--- config.mk ---
export PLATFORM = sky130hd
export DESIGN_NAME = rob_dispatch_flat
export DESIGN_NICKNAME = d
export VERILOG_FILES = /design/src/rtl/rob_dispatch_if.sv /design/src/rtl/rob_dispatch.sv /design/src/flat_wrapper.sv
export SDC_FILE = /design/constraint.sdc
export NUM_CORES = 1
export LEC_CHECK = 0
export CAP_MARGIN = 10
export CELL_PAD_IN_SITES_DETAIL_PLACEMENT = 1
export CELL_PAD_IN_SITES_GLOBAL_PLACEMENT = 2
export CORE_MARGIN = 10
export CORE_UTILIZATION = 25
export DETAILED_ROUTE_END_ITERATION = 7
export GPL_ROUTABILITY_DRIVEN = 0
export GPL_TIMING_DRIVEN = 0
export PLACE_DENSITY = 0.85
export SYNTH_ARGS = -nofsm -noshare
export SYNTH_HDL_FRONTEND = slang
export SYNTH_SLANG_ARGS = --single-unit
--- constraint.sdc ---
create_clock -name clk -period 5.5 [get_ports clk]
set_input_delay 0.825 -clock clk [delete_from_list [all_inputs] [get_ports clk]]
set_output_delay 0.825 -clock clk [all_outputs]
set_load 0.02 [all_outputs]
--- src/rtl/rob_dispatch_if.sv ---
// Dispatch-side bus of the ROB allocator: a 2-lane instruction group in,
// registered ROB write strobes plus occupancy/stall status out.
interface rob_dispatch_if #(
   parameter int NUM_ROB_ENTS = 64
);
   localparam int IW = $clog2(NUM_ROB_ENTS);

   // Handshake: a group transfers on a cycle where in_valid != 0 and in_ready == 1.
   // in_valid is packed (lane1 only with lane0) and never waits on in_ready;
   // in_ready may look at in_valid. The group is taken whole or not at all.
   logic [1:0]    in_valid;
   logic [31:0]   in_pc0;
   logic [31:0]   in_pc1;
   logic [4:0]    in_rd0;
   logic [4:0]    in_rd1;
   logic [1:0]    in_rd_we;
   logic          in_ready;
   logic [1:0]    retire_cnt;
   logic          flush;

   logic [1:0]    rob_wr_en;
   logic [IW-1:0] rob_wr_idx0;
   logic [IW-1:0] rob_wr_idx1;
   logic [31:0]   rob_wr_pc0;
   logic [31:0]   rob_wr_pc1;
   logic [4:0]    rob_wr_rd0;
   logic [4:0]    rob_wr_rd1;
   logic [1:0]    rob_wr_rd_we;
   logic [IW:0]   occupancy;
   logic          rob_full;
   logic          rob_empty;
   logic [31:0]   stall_cycles;

   modport master (
      output in_valid, in_pc0, in_pc1, in_rd0, in_rd1, in_rd_we, retire_cnt, flush,
      input  in_ready, rob_wr_en, rob_wr_idx0, rob_wr_idx1, rob_wr_pc0, rob_wr_pc1,
             rob_wr_rd0, rob_wr_rd1, rob_wr_rd_we, occupancy, rob_full, rob_empty,
             stall_cycles
   );

   modport slave (
      input  in_valid, in_pc0, in_pc1, in_rd0, in_rd1, in_rd_we, retire_cnt, flush,
      output in_ready, rob_wr_en, rob_wr_idx0, rob_wr_idx1, rob_wr_pc0, rob_wr_pc1,
             rob_wr_rd0, rob_wr_rd1, rob_wr_rd_we, occupancy, rob_full, rob_empty,
             stall_cycles
   );
endinterface

--- src/rtl/rob_dispatch.sv ---
// ROB allocator for a 2-wide dispatch: hands out circular ROB tags, tracks
// occupancy against retirement and flush, and counts dispatch stall cycles.
module rob_dispatch #(
   parameter int NUM_ROB_ENTS   = 64,
   parameter int DISPATCH_WIDTH = 2
) (
   input  logic           clk,
   input  logic           rst,
   rob_dispatch_if.slave  bus
);
   localparam int IW = $clog2(NUM_ROB_ENTS);
   localparam int OW = IW + 1;
   localparam logic [OW-1:0] ENTS = OW'(NUM_ROB_ENTS);

   logic [IW-1:0] head_q, head_d;
   logic [IW-1:0] tail_q, tail_d;
   logic [OW-1:0] occ_q, occ_d;
   logic [OW-1:0] free;
   logic [OW:0]   occ_sum;
   logic [1:0]    n_req;
   logic          in_ready;
   logic          accept;
   logic [31:0]   stall_q, stall_d;

   logic [1:0]    wr_en_q;
   logic [IW-1:0] wr_idx0_q, wr_idx1_q;
   logic [31:0]   wr_pc0_q, wr_pc1_q;
   logic [4:0]    wr_rd0_q, wr_rd1_q;
   logic [1:0]    wr_rd_we_q;

   // free comes from registered occupancy, so slots retired this cycle are
   // only offered to dispatch on the next one.
   always_comb begin
      n_req    = {1'b0, bus.in_valid[0]} + {1'b0, bus.in_valid[1]};
      free     = ENTS - occ_q;
      in_ready = !bus.flush && (free >= OW'(n_req));
      accept   = (bus.in_valid != 2'b00) && in_ready;
      occ_sum  = {1'b0, occ_q} + (accept ? (OW+1)'(n_req) : '0);
      if (occ_sum < (OW+1)'(bus.retire_cnt)) begin
         occ_d = '0;
      end else begin
         occ_d = OW'(occ_sum - (OW+1)'(bus.retire_cnt));
      end
      tail_d  = accept ? (tail_q + IW'(n_req)) : tail_q;
      head_d  = head_q + IW'(bus.retire_cnt);
      stall_d = stall_q;
      if ((bus.in_valid != 2'b00) && !in_ready && (stall_q != '1)) begin
         stall_d = stall_q + 32'd1;
      end
   end

   always_ff @(posedge clk) begin
      if (rst) begin
         head_q     <= '0;
         tail_q     <= '0;
         occ_q      <= '0;
         stall_q    <= '0;
         wr_en_q    <= '0;
         wr_idx0_q  <= '0;
         wr_idx1_q  <= '0;
         wr_pc0_q   <= '0;
         wr_pc1_q   <= '0;
         wr_rd0_q   <= '0;
         wr_rd1_q   <= '0;
         wr_rd_we_q <= '0;
      end else begin
         stall_q <= stall_d;
         if (bus.flush) begin
            head_q  <= '0;
            tail_q  <= '0;
            occ_q   <= '0;
            wr_en_q <= '0;
         end else begin
            head_q  <= head_d;
            tail_q  <= tail_d;
            occ_q   <= occ_d;
            wr_en_q <= accept ? bus.in_valid : 2'b00;
            if (accept) begin
               wr_idx0_q  <= tail_q;
               wr_idx1_q  <= tail_q + IW'(1);
               wr_pc0_q   <= bus.in_pc0;
               wr_pc1_q   <= bus.in_pc1;
               wr_rd0_q   <= bus.in_rd0;
               wr_rd1_q   <= bus.in_rd1;
               wr_rd_we_q <= bus.in_rd_we;
            end
         end
      end
   end

   assign bus.in_ready     = in_ready;
   assign bus.rob_wr_en    = wr_en_q;
   assign bus.rob_wr_idx0  = wr_idx0_q;
   assign bus.rob_wr_idx1  = wr_idx1_q;
   assign bus.rob_wr_pc0   = wr_pc0_q;
   assign bus.rob_wr_pc1   = wr_pc1_q;
   assign bus.rob_wr_rd0   = wr_rd0_q;
   assign bus.rob_wr_rd1   = wr_rd1_q;
   assign bus.rob_wr_rd_we = wr_rd_we_q;
   assign bus.occupancy    = occ_q;
   assign bus.rob_full     = (occ_q == ENTS);
   assign bus.rob_empty    = (occ_q == '0);
   assign bus.stall_cycles = stall_q;

   // Illegal stimulus: unpacked lanes, or retiring more than is allocated.
   a_width_fixed: assert property (@(posedge clk) DISPATCH_WIDTH == 2);
   a_packed_valid: assert property (@(posedge clk) disable iff (rst)
      bus.in_valid != 2'b10);
   a_retire_legal: assert property (@(posedge clk) disable iff (rst || bus.flush)
      (bus.retire_cnt != 2'd3) && (OW'(bus.retire_cnt) <= occ_q));
endmodule

--- src/flat_wrapper.sv ---
// flat-port wrapper written by rule: the top's interface ports become plain ports
module rob_dispatch_flat 
#(
   parameter int NUM_ROB_ENTS   = 64,
   parameter int DISPATCH_WIDTH = 2
)
  (clk, rst, bus_in_valid, bus_in_pc0, bus_in_pc1, bus_in_rd0, bus_in_rd1, bus_in_rd_we, bus_retire_cnt, bus_flush, bus_in_ready, bus_rob_wr_en, bus_rob_wr_idx0, bus_rob_wr_idx1, bus_rob_wr_pc0, bus_rob_wr_pc1, bus_rob_wr_rd0, bus_rob_wr_rd1, bus_rob_wr_rd_we, bus_occupancy, bus_rob_full, bus_rob_empty, bus_stall_cycles);
  rob_dispatch_if #(.NUM_ROB_ENTS(NUM_ROB_ENTS)) bus_i ();
  input  logic clk;
  input  logic rst;
  input wire logic [$bits(bus_i.in_valid)-1:0] bus_in_valid;
  input wire logic [$bits(bus_i.in_pc0)-1:0] bus_in_pc0;
  input wire logic [$bits(bus_i.in_pc1)-1:0] bus_in_pc1;
  input wire logic [$bits(bus_i.in_rd0)-1:0] bus_in_rd0;
  input wire logic [$bits(bus_i.in_rd1)-1:0] bus_in_rd1;
  input wire logic [$bits(bus_i.in_rd_we)-1:0] bus_in_rd_we;
  input wire logic [$bits(bus_i.retire_cnt)-1:0] bus_retire_cnt;
  input wire logic [$bits(bus_i.flush)-1:0] bus_flush;
  output wire logic [$bits(bus_i.in_ready)-1:0] bus_in_ready;
  output wire logic [$bits(bus_i.rob_wr_en)-1:0] bus_rob_wr_en;
  output wire logic [$bits(bus_i.rob_wr_idx0)-1:0] bus_rob_wr_idx0;
  output wire logic [$bits(bus_i.rob_wr_idx1)-1:0] bus_rob_wr_idx1;
  output wire logic [$bits(bus_i.rob_wr_pc0)-1:0] bus_rob_wr_pc0;
  output wire logic [$bits(bus_i.rob_wr_pc1)-1:0] bus_rob_wr_pc1;
  output wire logic [$bits(bus_i.rob_wr_rd0)-1:0] bus_rob_wr_rd0;
  output wire logic [$bits(bus_i.rob_wr_rd1)-1:0] bus_rob_wr_rd1;
  output wire logic [$bits(bus_i.rob_wr_rd_we)-1:0] bus_rob_wr_rd_we;
  output wire logic [$bits(bus_i.occupancy)-1:0] bus_occupancy;
  output wire logic [$bits(bus_i.rob_full)-1:0] bus_rob_full;
  output wire logic [$bits(bus_i.rob_empty)-1:0] bus_rob_empty;
  output wire logic [$bits(bus_i.stall_cycles)-1:0] bus_stall_cycles;
  assign bus_i.in_valid = bus_in_valid;
  assign bus_i.in_pc0 = bus_in_pc0;
  assign bus_i.in_pc1 = bus_in_pc1;
  assign bus_i.in_rd0 = bus_in_rd0;
  assign bus_i.in_rd1 = bus_in_rd1;
  assign bus_i.in_rd_we = bus_in_rd_we;
  assign bus_i.retire_cnt = bus_retire_cnt;
  assign bus_i.flush = bus_flush;
  assign bus_in_ready = bus_i.in_ready;
  assign bus_rob_wr_en = bus_i.rob_wr_en;
  assign bus_rob_wr_idx0 = bus_i.rob_wr_idx0;
  assign bus_rob_wr_idx1 = bus_i.rob_wr_idx1;
  assign bus_rob_wr_pc0 = bus_i.rob_wr_pc0;
  assign bus_rob_wr_pc1 = bus_i.rob_wr_pc1;
  assign bus_rob_wr_rd0 = bus_i.rob_wr_rd0;
  assign bus_rob_wr_rd1 = bus_i.rob_wr_rd1;
  assign bus_rob_wr_rd_we = bus_i.rob_wr_rd_we;
  assign bus_occupancy = bus_i.occupancy;
  assign bus_rob_full = bus_i.rob_full;
  assign bus_rob_empty = bus_i.rob_empty;
  assign bus_stall_cycles = bus_i.stall_cycles;
  rob_dispatch #(.NUM_ROB_ENTS(NUM_ROB_ENTS), .DISPATCH_WIDTH(DISPATCH_WIDTH)) u_core (.clk(clk), .rst(rst), .bus(bus_i));
endmodule
==> out/metrics.csv <==
stage,metric,value,unit
critical_path,CP Buf/Inv Count,5,
sta,"Min Clock Period, post-route",5.17,ns
floorplanning,Initial Util,25.6,%
synthesis,synth top area cells,"dfxtp_1 45%, nand2_1 12%, a21oi_1 9.0%",
sta,max-slew violations,0,
synthesis,register area share after synthesis,44.8,%
critical_path,cells along the critical path,clkdlybuf4s50_1 -> inv_1 -> ha_1 -> ha_1 -> nor2b_1 -> o211a_1 -> a311oi_4 -> buf_4 -> buf_4 -> and2_1 -> ha_1 -> fa_1 -> fa_1 -> or2_2 -> clkbuf_1 -> o41ai_4 -> nor3_1,
critical_path,CP top delay family,adder cells,
min_path,hold worst-path end,u_core.bus.rob_wr_rd0[3]$_SDFFE_PP0P_,
critical_path,Worst Path Required,5.78,ns
detailed_routing,detailed-route wire length per cell,17.8,um
floorplanning,die area,30700,um^2
global_routing,met3 Use GR,4.33,%
critical_path,Startpoint Class,primary input,
clock_tree,CTS buffer count,17,
critical_path,r2r setup slk,0.82,ns
pwr,Power Total,2.80,mW
synthesis,"Primary FF master, synth",dfxtp_1,
sta,total negative slack,0,ns
detailed_routing,final WL,23100,um
sta,Final Hold Vio Count,0,
floorplanning,I/O pin cnt,215,
critical_path,"Slowest-stage cell, CP",clkdlybuf4s50_1,
floorplanning,die height,175,um
synthesis,"Async S/R FF share, synth",0,%
floorplanning,Chip Width,175,um
clock_tree,clock sink total,135,
critical_path,CP dominant cell by count,ha_1,
critical_path,"Max FO, Critical Path",10,
sta,Worst-Margin Slew,0.774,ns
place,Post-DP Area,8550,um^2
critical_path,worst r2r path cells,16,
global_routing,GR peak layer,met2,
finish,area delta synth->final,52.5,%
finish,Final Core Density,39.0,%
synthesis,synthesized area,6030,um^2
sta,max_slew headroom,47.9,%
finish,final std cells w/o fill,1297,
detailed_routing,# DRC,0,
synthesis,Post-synth top cells,"186 x nand2_1, 135 x dfxtp_1, 109 x a21oi_1",
sta,part of the cycle the worst path needs,94.1,%
synthesis,"area leader, netlist",dfxtp_1,
detailed_routing,vias,6087,
synthesis,post-synthesis cell type count,56,
min_path,WHS Path Cells,2,
detailed_routing,Pre-antenna DRT Iters,4,
clock_tree,Root Driver,clkbuf_16,
global_routing,largest net degree at the start of global routing,17,
place,dpl hpwl,17400,um
global_routing,gr ovfl total,0,
synthesis,cells after synthesis,732,
synthesis,synth warn,0,
synthesis,share of the synthesized area in the top cell type,44.8,%
floorplanning,# rows,56,
min_path,hold_sp,u_core.bus.rob_wr_rd0[3]$_SDFFE_PP0P_,
clock_tree,clock latency on the worst-skew pair,0.43,ns
global_routing,first-pass GRT wire length,36600,um
global_routing,vias in the first global route,6392,
clock_tree,Clock Pin Slew Worst Setup and Hold Paths,0.06,ns
global_routing,All-Layer GR Usage,14.8,%
flow_run,max_cap viols,0,
finish,# nets final,1063,
floorplanning,Core ar.,23600,um^2
global_routing,initial antenna violation count,1,
finish,share of cells above drive strength 1,7.98,%
min_path,worst hold path class,reg -> reg,
clock_tree,H-tree Lvls,4,
detailed_routing,Initial DRC Count,297,
clock_tree,maximum buffer depth of the clock tree,2,
place,setup slack at placement,-1.06,ns
detailed_routing,post-route ant nets,0,
critical_path,reg2reg end,u_core.bus.occupancy[6]$_SDFF_PP0_,
critical_path,critical path class,in -> reg,
place,Port Buffer Count,212,
synthesis,"Avg Cell Area, Syn",8.24,um^2
sta,# setup viols final,0,
critical_path,Worst Path Arrival,5.46,ns
detailed_routing,vias per std cell,4.69,
synthesis,Post-synth EDFFs,0,
sta,RSZ-0062 raised after global routing,no,
sta,maximum clock rate,0.193,GHz
synthesis,Yosys reg bits,135,
run_status,status,"complete, no violations",
pwr,Max VDD drop,0.162,mV
pwr,Pwr Density,305,nW/um^2
critical_path,worst r2r src,u_core.bus.occupancy[0]$_SDFF_PP0_,
sta,Layout Skew,0.0144,ns
critical_path,Max stage delay on crit path,0.48,ns
critical_path,crit path capture type,flip-flop,
sta,hold slack,0.452,ns
global_routing,grt met1 use,18.0,%
global_routing,met2 Track Usage GR,25.1,%
finish,Final Cell Area,9200,um^2
synthesis,Mapped Nets,831,
pwr,Leak Pwr,3.34,nW
synthesis,"count leader, synth",nand2_1,
place,Cells after DPL,1263,
sta,setup ws final,0.327,ns
clock_tree,CTS tree,yes,
==> worst reg2reg max path: stages, from the launching register on <==
cell and delay (ns):
dfxtp_1 0.40, inv_1 0.09, ha_1 0.31, ha_1 0.28
inv_1 0.06, o211a_1 0.29, a311oi_4 0.39, buf_4 0.25
buf_4 0.20, and2_1 0.15, ha_1 0.20, fa_1 0.48
fa_1 0.42, or2_2 0.30, clkbuf_1 0.19, o41ai_4 0.44
nor3_1 0.12
==> layout by cell type (no fill, tap or decap), types with 7 or more instances in the layout <==
cell,count
a21oi_1,109
or4_1,18
nand2_1,186
inv_1,18
buf_2,15
nor2_1,27
clkbuf_1,25
buf_4,10
o31ai_1,20
xor2_1,7
ha_1,13
nor2b_1,9
clkbuf_16,17
nor3_1,9
nand3_1,25
dfxtp_1,135
clkdlybuf4s50_1,212
or3_1,11
o21ai_0,11
and3_1,12
==> per-layer routing <==
layer | vias up | wire (um)
met5 | - | 0
li1 | 3008 | -
met2 | 144 | 11100
met1 | 2919 | 10300
met4 | 0 | 206
met3 | 16 | 1420
==> how the worst max path moves through the flow <==
stage | start | endpoint | slack [ns] | cells after the start
finish | bus_in_valid[0] | u_core.bus.occupancy[6]$_SDFF_PP0_ | 0.33 | 17
global route | bus_in_valid[0] | u_core.bus.occupancy[6]$_SDFF_PP0_ | 0.01 | 17
CTS | bus_in_valid[0] | u_core.bus.occupancy[6]$_SDFF_PP0_ | 0.12 | 15
detailed placement | bus_in_valid[0] | u_core.bus.occupancy[6]$_SDFF_PP0_ | -1.06 | 17
global placement | bus_in_valid[0] | u_core.bus.occupancy[6]$_SDFF_PP0_ | -1.01 | 17
floorplan | bus_in_valid[0] | u_core.bus.occupancy[6]$_SDFF_PP0_ | 0.51 | 16
==> report_power, final <==
part / switching, mW / internal, mW / leakage [nW]
combinational: 0.286 / 0.233 / 1.95
clock: 0.499 / 0.728 / 0.292
sequential: 0.0323 / 1.03 / 1.10
==> state kept, by name, indices dropped and copies added, names as in the netlist <==
| name | flops |
|---|---|
| u_core.tail_q | 6 |
| u_core.bus.stall_cycles | 32 |
| u_core.bus.rob_wr_idx0 | 6 |
| u_core.bus.occupancy | 7 |
| u_core.bus.rob_wr_pc0 | 32 |
| u_core.bus.rob_wr_en | 2 |
| u_core.bus.rob_wr_rd1 | 5 |
| u_core.bus.rob_wr_rd_we | 2 |
| u_core.bus.rob_wr_rd0 | 5 |
| u_core.bus.rob_wr_pc1 | 32 |
| u_core.bus.rob_wr_idx1 | 6 |
==> kinds of logic after synthesis <==
kind of cell               count (synthesis)  synth area share, %
and+or+nand+nor                          326                 25.9
AOI/OAI and AO/OA                        161                 16.0
DFF                                      135                 44.8
buffers and inverters                     68                 5.10
adders and majority gates                 16                 3.69
xor gates and xnor gates                  14                 2.16
muxes                                     12                 2.38
==> final cells by class <==
class	instances	area, um^2
inverter	18	67.6
antenna	1	2.50
multi-input combinational	529	3040
fill	2804	14400
timing repair buffer	213	2130
buffer	50	241
clock inverter	14	188
tap	319	399
sequential	135	2700
clock buffer	18	429
==> timing repair <==
item                                    CTS  global route
gates resized for setup                   2             2
pin swaps                                 1             1
setup buffers                             1             0
endpoints found under the setup margin    7             7
hold buffers                              0             0
Note: power is estimated with default switching activity, not from simulation.
